$ cat src/rtl/spi_pkg.sv
// Shared constants and state encoding for the SPI target.
package spi_pkg;

  // {CPOL, CPHA}; mode 0 idles sck low and samples on the rising edge.
  localparam logic [1:0] SPI_MODE0 = 2'b00;

  localparam int unsigned BYTE_W = 8;
  localparam int unsigned CNT_W  = 3;

  typedef enum logic [0:0] {
    ST_IDLE   = 1'b0,
    ST_ACTIVE = 1'b1
  } spi_state_e;

endpackage

$ cat src/rtl/spi_sync_edge.sv
// Multi-stage synchronizer with rise/fall pulses taken against a one-cycle-delayed copy.
module spi_sync_edge #(
  parameter int unsigned SYNC_STAGES = 2,
  parameter logic        RESET_VAL   = 1'b0
) (
  input  logic clk_i,
  input  logic rstn_i,
  input  logic d_i,
  output logic q_o,
  output logic rise_o,
  output logic fall_o
);

  logic [SYNC_STAGES-1:0] sync_q;
  logic                   prev_q;

  always_ff @(posedge clk_i or negedge rstn_i) begin
    if (!rstn_i) begin
      sync_q <= {SYNC_STAGES{RESET_VAL}};
      prev_q <= RESET_VAL;
    end else begin
      sync_q <= {sync_q[SYNC_STAGES-2:0], d_i};
      prev_q <= sync_q[SYNC_STAGES-1];
    end
  end

  assign q_o    = sync_q[SYNC_STAGES-1];
  assign rise_o = q_o & ~prev_q;
  assign fall_o = ~q_o & prev_q;

endmodule

$ cat src/rtl/spi_target.sv
// SPI mode-0 target: oversampled pins, byte-wide rx valid/ready port, one-entry tx buffer.
module spi_target
  import spi_pkg::*;
#(
  parameter int unsigned      SYNC_STAGES = 2,
  parameter logic [BYTE_W-1:0] DEFAULT_TX = 8'hFF
) (
  input  logic              clk_i,
  input  logic              rstn_i,
  input  logic              sck_i,
  input  logic              csn_i,
  input  logic              mosi_i,
  output logic              miso_o,
  output logic              miso_oe_o,
  input  logic [BYTE_W-1:0] tx_data_i,
  input  logic              tx_valid_i,
  output logic              tx_ready_o,
  output logic [BYTE_W-1:0] rx_data_o,
  output logic              rx_valid_o,
  input  logic              rx_ready_i,
  output logic              frame_start_o,
  output logic              frame_end_o,
  output logic              overrun_o,
  output logic              underrun_o,
  output logic              abort_o,
  input  logic              err_clr_i
);

  logic sck_q, sck_rise, sck_fall;
  logic csn_q, csn_rise, csn_fall;
  logic mosi_q, mosi_rise, mosi_fall;

  spi_sync_edge #(
    .SYNC_STAGES (SYNC_STAGES),
    .RESET_VAL   (SPI_MODE0[1])
  ) u_sync_sck (
    .clk_i  (clk_i),
    .rstn_i (rstn_i),
    .d_i    (sck_i),
    .q_o    (sck_q),
    .rise_o (sck_rise),
    .fall_o (sck_fall)
  );

  spi_sync_edge #(
    .SYNC_STAGES (SYNC_STAGES),
    .RESET_VAL   (1'b1)
  ) u_sync_csn (
    .clk_i  (clk_i),
    .rstn_i (rstn_i),
    .d_i    (csn_i),
    .q_o    (csn_q),
    .rise_o (csn_rise),
    .fall_o (csn_fall)
  );

  spi_sync_edge #(
    .SYNC_STAGES (SYNC_STAGES),
    .RESET_VAL   (1'b0)
  ) u_sync_mosi (
    .clk_i  (clk_i),
    .rstn_i (rstn_i),
    .d_i    (mosi_i),
    .q_o    (mosi_q),
    .rise_o (mosi_rise),
    .fall_o (mosi_fall)
  );

  logic unused_sync;
  assign unused_sync = ^{sck_q, csn_q, mosi_rise, mosi_fall};

  spi_state_e        state_q, state_d;
  logic [CNT_W-1:0]  bit_cnt_q, bit_cnt_d;
  logic [BYTE_W-2:0] rx_shift_q, rx_shift_d;
  logic [BYTE_W-1:0] tx_shift_q, tx_shift_d;
  logic [BYTE_W-1:0] buf_q, buf_d;
  logic              buf_full_q, buf_full_d;
  logic [BYTE_W-1:0] rx_data_q, rx_data_d;
  logic              rx_valid_q, rx_valid_d;
  logic              frame_start_q, frame_start_d;
  logic              frame_end_q, frame_end_d;
  logic              overrun_q, overrun_d;
  logic              underrun_q, underrun_d;
  logic              abort_q, abort_d;

  logic load, byte_done, abort_set, underrun_set, overrun_set, tx_hs;

  always_comb begin
    state_d       = state_q;
    bit_cnt_d     = bit_cnt_q;
    rx_shift_d    = rx_shift_q;
    tx_shift_d    = tx_shift_q;
    frame_start_d = 1'b0;
    frame_end_d   = 1'b0;
    load          = 1'b0;
    byte_done     = 1'b0;
    abort_set     = 1'b0;

    unique case (state_q)
      ST_IDLE: begin
        if (csn_fall) begin
          state_d       = ST_ACTIVE;
          bit_cnt_d     = '0;
          frame_start_d = 1'b1;
          load          = 1'b1;
        end
      end
      ST_ACTIVE: begin
        // csn rising takes priority over a coincident sck edge.
        if (csn_rise) begin
          state_d     = ST_IDLE;
          frame_end_d = 1'b1;
          abort_set   = (bit_cnt_q != '0);
          bit_cnt_d   = '0;
        end else if (sck_rise) begin
          rx_shift_d = {rx_shift_q[BYTE_W-3:0], mosi_q};
          bit_cnt_d  = bit_cnt_q + 3'd1;
          byte_done  = (bit_cnt_q == 3'd7);
        end else if (sck_fall) begin
          if (bit_cnt_q != '0) tx_shift_d = {tx_shift_q[BYTE_W-2:0], 1'b0};
          else                 load       = 1'b1;
        end
      end
      default: state_d = ST_IDLE;
    endcase

    if (load) tx_shift_d = buf_full_q ? buf_q : DEFAULT_TX;
  end

  // A handshake in a load cycle only fills the buffer; the shift register already took DEFAULT_TX.
  always_comb begin
    tx_hs        = tx_valid_i & ~buf_full_q;
    underrun_set = load & ~buf_full_q;
    buf_d        = buf_q;
    buf_full_d   = buf_full_q;
    if (load && buf_full_q) buf_full_d = 1'b0;
    if (tx_hs) begin
      buf_d      = tx_data_i;
      buf_full_d = 1'b1;
    end
  end

  always_comb begin
    rx_valid_d  = rx_valid_q;
    rx_data_d   = rx_data_q;
    overrun_set = 1'b0;
    if (rx_valid_q && rx_ready_i) rx_valid_d = 1'b0;
    if (byte_done) begin
      rx_valid_d  = 1'b1;
      rx_data_d   = {rx_shift_q, mosi_q};
      overrun_set = rx_valid_q & ~rx_ready_i;
    end
  end

  always_comb begin
    overrun_d  = (err_clr_i ? 1'b0 : overrun_q)  | overrun_set;
    underrun_d = (err_clr_i ? 1'b0 : underrun_q) | underrun_set;
    abort_d    = (err_clr_i ? 1'b0 : abort_q)    | abort_set;
  end

  always_ff @(posedge clk_i or negedge rstn_i) begin
    if (!rstn_i) begin
      state_q       <= ST_IDLE;
      bit_cnt_q     <= '0;
      rx_shift_q    <= '0;
      tx_shift_q    <= '0;
      buf_q         <= '0;
      buf_full_q    <= 1'b0;
      rx_data_q     <= '0;
      rx_valid_q    <= 1'b0;
      frame_start_q <= 1'b0;
      frame_end_q   <= 1'b0;
      overrun_q     <= 1'b0;
      underrun_q    <= 1'b0;
      abort_q       <= 1'b0;
    end else begin
      state_q       <= state_d;
      bit_cnt_q     <= bit_cnt_d;
      rx_shift_q    <= rx_shift_d;
      tx_shift_q    <= tx_shift_d;
      buf_q         <= buf_d;
      buf_full_q    <= buf_full_d;
      rx_data_q     <= rx_data_d;
      rx_valid_q    <= rx_valid_d;
      frame_start_q <= frame_start_d;
      frame_end_q   <= frame_end_d;
      overrun_q     <= overrun_d;
      underrun_q    <= underrun_d;
      abort_q       <= abort_d;
    end
  end

  assign miso_oe_o     = (state_q == ST_ACTIVE);
  assign miso_o        = (state_q == ST_ACTIVE) & tx_shift_q[BYTE_W-1];
  assign tx_ready_o    = ~buf_full_q;
  assign rx_data_o     = rx_data_q;
  assign rx_valid_o    = rx_valid_q;
  assign frame_start_o = frame_start_q;
  assign frame_end_o   = frame_end_q;
  assign overrun_o     = overrun_q;
  assign underrun_o    = underrun_q;
  assign abort_o       = abort_q;

endmodule

$ cat config.mk
export PLATFORM = sky130hd
export DESIGN_NAME = spi_target
export DESIGN_NICKNAME = d
export VERILOG_FILES = /design/src/rtl/spi_pkg.sv /design/src/rtl/spi_sync_edge.sv /design/src/rtl/spi_target.sv
export SDC_FILE = /design/constraint.sdc
export NUM_CORES = 1
export LEC_CHECK = 0
export BUFFER_PORTS_ARGS = -buffer_cell sky130_fd_sc_hd__buf_2
export CORE_ASPECT_RATIO = 0.7
export CORE_UTILIZATION = 25
export CTS_CLUSTER_SIZE = 14
export DETAILED_ROUTE_END_ITERATION = 16
export HOLD_SLACK_MARGIN = 0.03
export PLACE_DENSITY = 0.39
export SYNTH_ARGS = -nofsm -noshare
export SYNTH_HDL_FRONTEND = slang
export SYNTH_SLANG_ARGS = --single-unit
$ cat constraint.sdc
create_clock -name clk_i -period 3.56 [get_ports clk_i]
set_input_delay 0.178 -clock clk_i [delete_from_list [all_inputs] [get_ports clk_i]]
set_output_delay 0.178 -clock clk_i [all_outputs]
set_load 0.005 [all_outputs]
After elaboration in Yosys (flattened, before gate mapping)
Cells that the tools add are included.
{ "word_totals": {"reg_bits": 50, "in_bits": 16, "out_inout_bits": 17, "elab_cells": 89} }
{ "op_classes": {"addsub": 1, "n_eq_ne": 5, "muxes": 35, "n_bitwise": 19, "reduce_logical": 11} }
{ "op_table": {"columns": ["cell", "count"], "rows": [
  ["8-bit two-way mux", 7],
  ["1-bit two-way mux", 22],
  ["2-bit nonzero test", 5],
  ["3-bit two-way mux", 3],
  ["1-bit bitwise AND", 8],
  ["1-bit NOT", 8],
  ["3-bit case mux with 2 select lines", 1],
  ["5-bit AND reduction", 1],
  ["2-bit by 1-bit inequality test with 1-bit output, second input constant", 2],
  ["1-bit case mux with 2 select lines", 2],
  ["3-bit by 1-bit adder with 3-bit output, second input constant", 1],
  ["3-bit equality test, second input constant", 1],
  ["3-bit inequality test, second input constant", 1],
  ["1-bit OR", 3],
  ["3-bit AND reduction", 1],
  ["3-bit nonzero test", 1],
  ["1-bit logical AND", 2],
  ["2-bit inequality test, second input constant", 1],
  ["2-bit AND reduction", 1]
]} }

Longest topological paths before layout
{ "depth": {"ltp_word": 9, "mapped_depth": 6, "ltp_nobuf": 5} }

By module
Synthesis repeated with hierarchy kept, for this count alone.
{ "unflattened": {"hier_cells": 192, "area_unflattened_um2": 2307.2} }
{ "by_module_without_submodules": {"columns": ["module", "instances", "cells_per_inst", "area_each_um2", "seq_area_each_um2"], "rows": [
  ["spi_target", 1, 177, 2033.2, 1051.0],
  ["spi_sync_edge (u_sync_mosi ...)", 2, 5, 90.1, 75.1],
  ["spi_sync_edge (u_sync_csn)", 1, 5, 93.8, 78.8]
]} }

Worst setup path after synthesis
No wires, ideal clock.
{ "synth_path": {"path_type": "register to register", "startpoint": "reg u_sync_csn.prev_q", "endpoint": "reg rx_shift_q[0]", "setup_ns": 0.125, "arrival_ns": 1.340, "required_ns": 3.435, "slack_ns": 2.095, "path_stages_with_launch": 5, "path_buffers": 1, "period_less_slack_ns": 1.465, "path_cell_list": "dfstp_2 -> nand2b_4 -> and3_1 -> buf_2 -> mux2_2"} }
{ "synth_via": {"elab_chain_len": 4} }
{ "synth_lines": {"columns": ["element", "line_no", "source"], "rows": [
  ["start, declared", "spi_sync_edge.sv:15", "logic prev_q;"],
  ["start signal, assigned", "spi_sync_edge.sv:23", "prev_q <= sync_q[SYNC_STAGES-1];"],
  ["1-bit NOT", "spi_sync_edge.sv:28", "assign rise_o = q_o & ~prev_q;"],
  ["1-bit bitwise AND", "spi_sync_edge.sv:28", null],
  ["1-bit NOT (no source line)", null, null],
  ["3-bit AND reduction (no source line)", null, null],
  ["end signal, assigned", "spi_target.sv:179", "rx_shift_q <= rx_shift_d;"],
  ["end, declared", "spi_target.sv:74", "logic [BYTE_W-2:0] rx_shift_q, rx_shift_d;"]
]} }
No other way between the ends.
A chain may end at the register's enable or synchronous reset.

Worst setup path in the final report
{ "layout_path": {"startpoint": "reg bit_cnt_q[0]", "endpoint": "reg buf_full_q"} }
{ "layout_via": {"elab_chain_len": 8} }
{ "layout_lines": {"columns": ["element", "line_no", "source"], "rows": [
  ["start, declared", "spi_target.sv:73", "logic [CNT_W-1:0] bit_cnt_q, bit_cnt_d;"],
  ["start signal, assigned", "spi_target.sv:178", "bit_cnt_q <= bit_cnt_d;"],
  ["3-bit nonzero test", "spi_target.sv:120", "if (bit_cnt_q != '0) tx_shift_d = {tx_shift_q[BYTE_W-2:0], 1'b0};"],
  ["1-bit two-way mux", "spi_target.sv:120", null],
  ["1-bit two-way mux", "spi_target.sv:119", "end else if (sck_fall) begin"],
  ["1-bit two-way mux", "spi_target.sv:115", "end else if (sck_rise) begin"],
  ["1-bit two-way mux", "spi_target.sv:110", "if (csn_rise) begin"],
  ["1-bit case mux with 2 select lines", "spi_target.sv:99", "unique case (state_q)"],
  ["1-bit logical AND", "spi_target.sv:136", "if (load && buf_full_q) buf_full_d = 1'b0;"],
  ["2-bit nonzero test (no source line)", null, null],
  ["end signal, assigned", "spi_target.sv:182", "buf_full_q <= buf_full_d;"],
  ["end, declared", "spi_target.sv:77", "logic buf_full_q, buf_full_d;"]
]} }
No other way between the ends.

==> results.txt <==
Outcome: completed
Die Wd: 111.7 microns
Pin count of the biggest net entering global routing: 51
Met2 Usage GRT: 17.02%
Busiest grt layer: met2
Max Slew Vio Count: 0
Worst R2R Start: bit_cnt_q[0]$_DFFE_PN0P_
Placed cell areas: 2346 sq um
Worst r2r path cells: 5
WL final: 4064 microns
Final Cycle Share: 57.53%
Vias in the first global route: 1420
# hold bufs at CTS: 4
Slew margin rel.: 27.54%
WL/cell: 13.68 microns
CTS tree: built
Clock tree buffer depth: 2
Flops & latches, synth: 50
Worst-path cell chain: inv_1 -> ha_1 -> nor2b_1 -> a41oi_4 -> a21o_1
Die Y: 78.79 microns
Yosys top cell by area: dfrtp_1
Met3 Resource Use GR: 2.901%
Routability Congestion: 0.6559
Placed Cells: 285
Hold Path Origin: tx_data_i[3]
Total Routing Usage GR: 10.48%
Hold path cells: 2
Top cell type's share of synthesized area: 55.85%
Clock sinks: 50
Post-CTS Resized: 0
Via density: 4.364
P_leak: 0.001250 uW
Reg clk slew, reported paths: 0.07 ns
Most frequent cells in the layout: dfrtp_1 (47), buf_2 (32), mux2_2 (23)
Non-filler cells, final: 297
Total I/O pin count: 33
Max cap viols: 0
Yosys warns: 0
Via count: 1296
FF-to-FF End: buf_full_q$_DFFE_PN0P_
Register area share after synthesis: 59.60%
Power Dens Cells: 641.2 nW/um^2
CP required: 3.74 ns
Fin Hold WS: 0.1208 ns
Crit path max fanout: 9
Syn Area/Cell: 13.41 sq um
Core Region: 8006 sq um
Final setup viols: 0
Cell count after synthesis: 157
Synth top area cells: dfrtp_1 (56%), mux2_2 (12%), dfstp_2 (3.7%)
Mapped cell area: 2106 sq um
DRT iter0 DRCs: 27
Detail Placement HPWL: 2957 microns
Initial Util: 26.30%
Worst vdd ir: 0.2347 mV
Worst Hold Endpoint: buf_q[3]$_DFFE_PN0P_
H-tree depth: 2
Final ANT Viol Nets: 0
Commonest non-fill, non-tap cell in the layout: dfrtp_1
Critical Path Sink Type: register
CP Launch Type: register
GRT Residual Overflow: 0
Postcts setup bufs: 0
Root Buffer: clkbuf_16
GR Util met1: 13.47%
Worst Setup Path Type: reg2reg
F_max: 488.3 MHz
Critical Path AT: 2.23 ns
Crit-path slowest cell: nor2b_1
Final net count: 214
Final Hold Vio Count: 0
Clock Skews: 0.007717 ns
Share of cells above drive strength 1: 38.27%
CP bufs+invs: 1
Port Buffers: 32
Top Family by Delay on Critical Path: simple AND/OR/NAND/NOR gates
Ant. Diodes: 0
Drt pass-1 iters: 4
Number of fill cells: 798
Register-to-register setup slack: 1.51 ns
TNS Setup: 0 ns
Hold Path Class: in2reg
Die Area: 8800 sq um
Rows: 27
Initial antenna violation count: 0
Drt drc: 0
Yosys cell types: 32
Syn Nets: 176
Num CTS Buffers: 5
Worst-Margin Slew: 1.085 ns
Global-route wire length before repair: 7134 microns
Clock latency on the worst-skew pair: 0.28 ns
Worst path max stage delay: 0.84 ns
RSZ-0062 raised after global routing: false
Tmin final: 2.048 ns
Finished Cell Area: 2529 sq um
Layout Area Growth over Synthesis: 20.08%
==> cells by family after synthesis <==
kind of cell / Yosys count / synth area share [%]
DFF: 50 / 59.60
and+or+nand+nor: 32 / 9.270
muxes: 30 / 15.63
buffers and inverters: 22 / 5.406
AOI/OAI and AO/OA: 20 / 8.319
adders and majority gates: 3 / 1.783
==> worst register-to-register path, cell delays in order, from the launching register on <==
cell,delay (ns)
dfrtp_1,0.38
inv_1,0.10
ha_1,0.14
nor2b_1,0.84
a41oi_4,0.25
a21o_1,0.23
==> per-stage QoR <==
stage / power (uW) / setup WS, ns / utilization [%]
floorplan: 1082 / 2.095 / -
global placement: 1169 / 1.547 / 29.30
detailed placement: 1186 / 1.459 / 29.30
CTS: 1658 / 1.447 / 31.58
global route: 1742 / 1.343 / 31.58
finish: 1621 / 1.512 / 31.58
==> sequential cells by signal (all words and copies together), names as in the netlist, 2 cells and up <==
name / flops
rx_shift_q: 7
u_sync_mosi.sync_q: 2
buf_q: 8
tx_shift_q: 8
rx_data_o: 8
u_sync_csn.sync_q: 2
u_sync_sck.sync_q: 2
bit_cnt_q: 3
==> metal layers <==
metal	up-vias	share of wire [%]
met1	648	49
met4	0	1.1
met5	-	0
met3	4	3.0
met2	18	47
li1	626	-
==> layout make-up <==
class	count	area, sq um	share of cell area [%]
clock buffers	6	128.9	5.096
repair buffers	37	207.7	8.214
inverters	16	60.06	2.375
well taps	101	126.4	4.998
clock inverters	2	13.76	0.5443
flip-flops and latches	50	1255	49.63
multi-input cells	85	737.0	29.14
==> synthesized netlist by cell type <==
library cell,instances
dfrtp_1,47
mux2_2,23
inv_1,15
nand2_1,10
nand2b_1,8
mux2i_1,7
o221ai_1,7
buf_6,4
o22ai_1,4
dfstp_2,3
ha_1,3
a32o_1,2
and2b_2,2
nor2_1,2
nor2b_1,2
o21ai_0,2
a21o_1,1
a31o_2,1
a41oi_4,1
and2_1,1
and3_1,1
buf_2,1
clkbuf_1,1
inv_2,1
nand2b_4,1
nand3_1,1
nand4_1,1
nand4_2,1
nor2b_2,1
o21a_1,1
o31ai_1,1
or3b_4,1
==> worst max-delay path by stage <==
stage	start	to	cells past startpoint
3_3_place_gp	bit_cnt_q[0]$_DFFE_PN0P_	buf_full_q$_DFFE_PN0P_	5
2_1_floorplan	u_sync_csn.prev_q$_DFF_PN1_	rx_shift_q[0]$_DFFE_PN0P_	4
4_1_cts	bit_cnt_q[0]$_DFFE_PN0P_	buf_full_q$_DFFE_PN0P_	5
6_report	bit_cnt_q[0]$_DFFE_PN0P_	buf_full_q$_DFFE_PN0P_	5
3_5_place_dp	bit_cnt_q[0]$_DFFE_PN0P_	buf_full_q$_DFFE_PN0P_	5
5_1_grt	bit_cnt_q[0]$_DFFE_PN0P_	tx_shift_q[6]$_DFFE_PN0P_	5
==> report_power, final <==
part / switching (uW) / internal (uW) / total, uW
clock network: 192 / 260 / 453
logic: 162 / 195 / 357
registers: 98.9 / 713 / 811
Note: power is estimated with default switching activity, not from simulation.
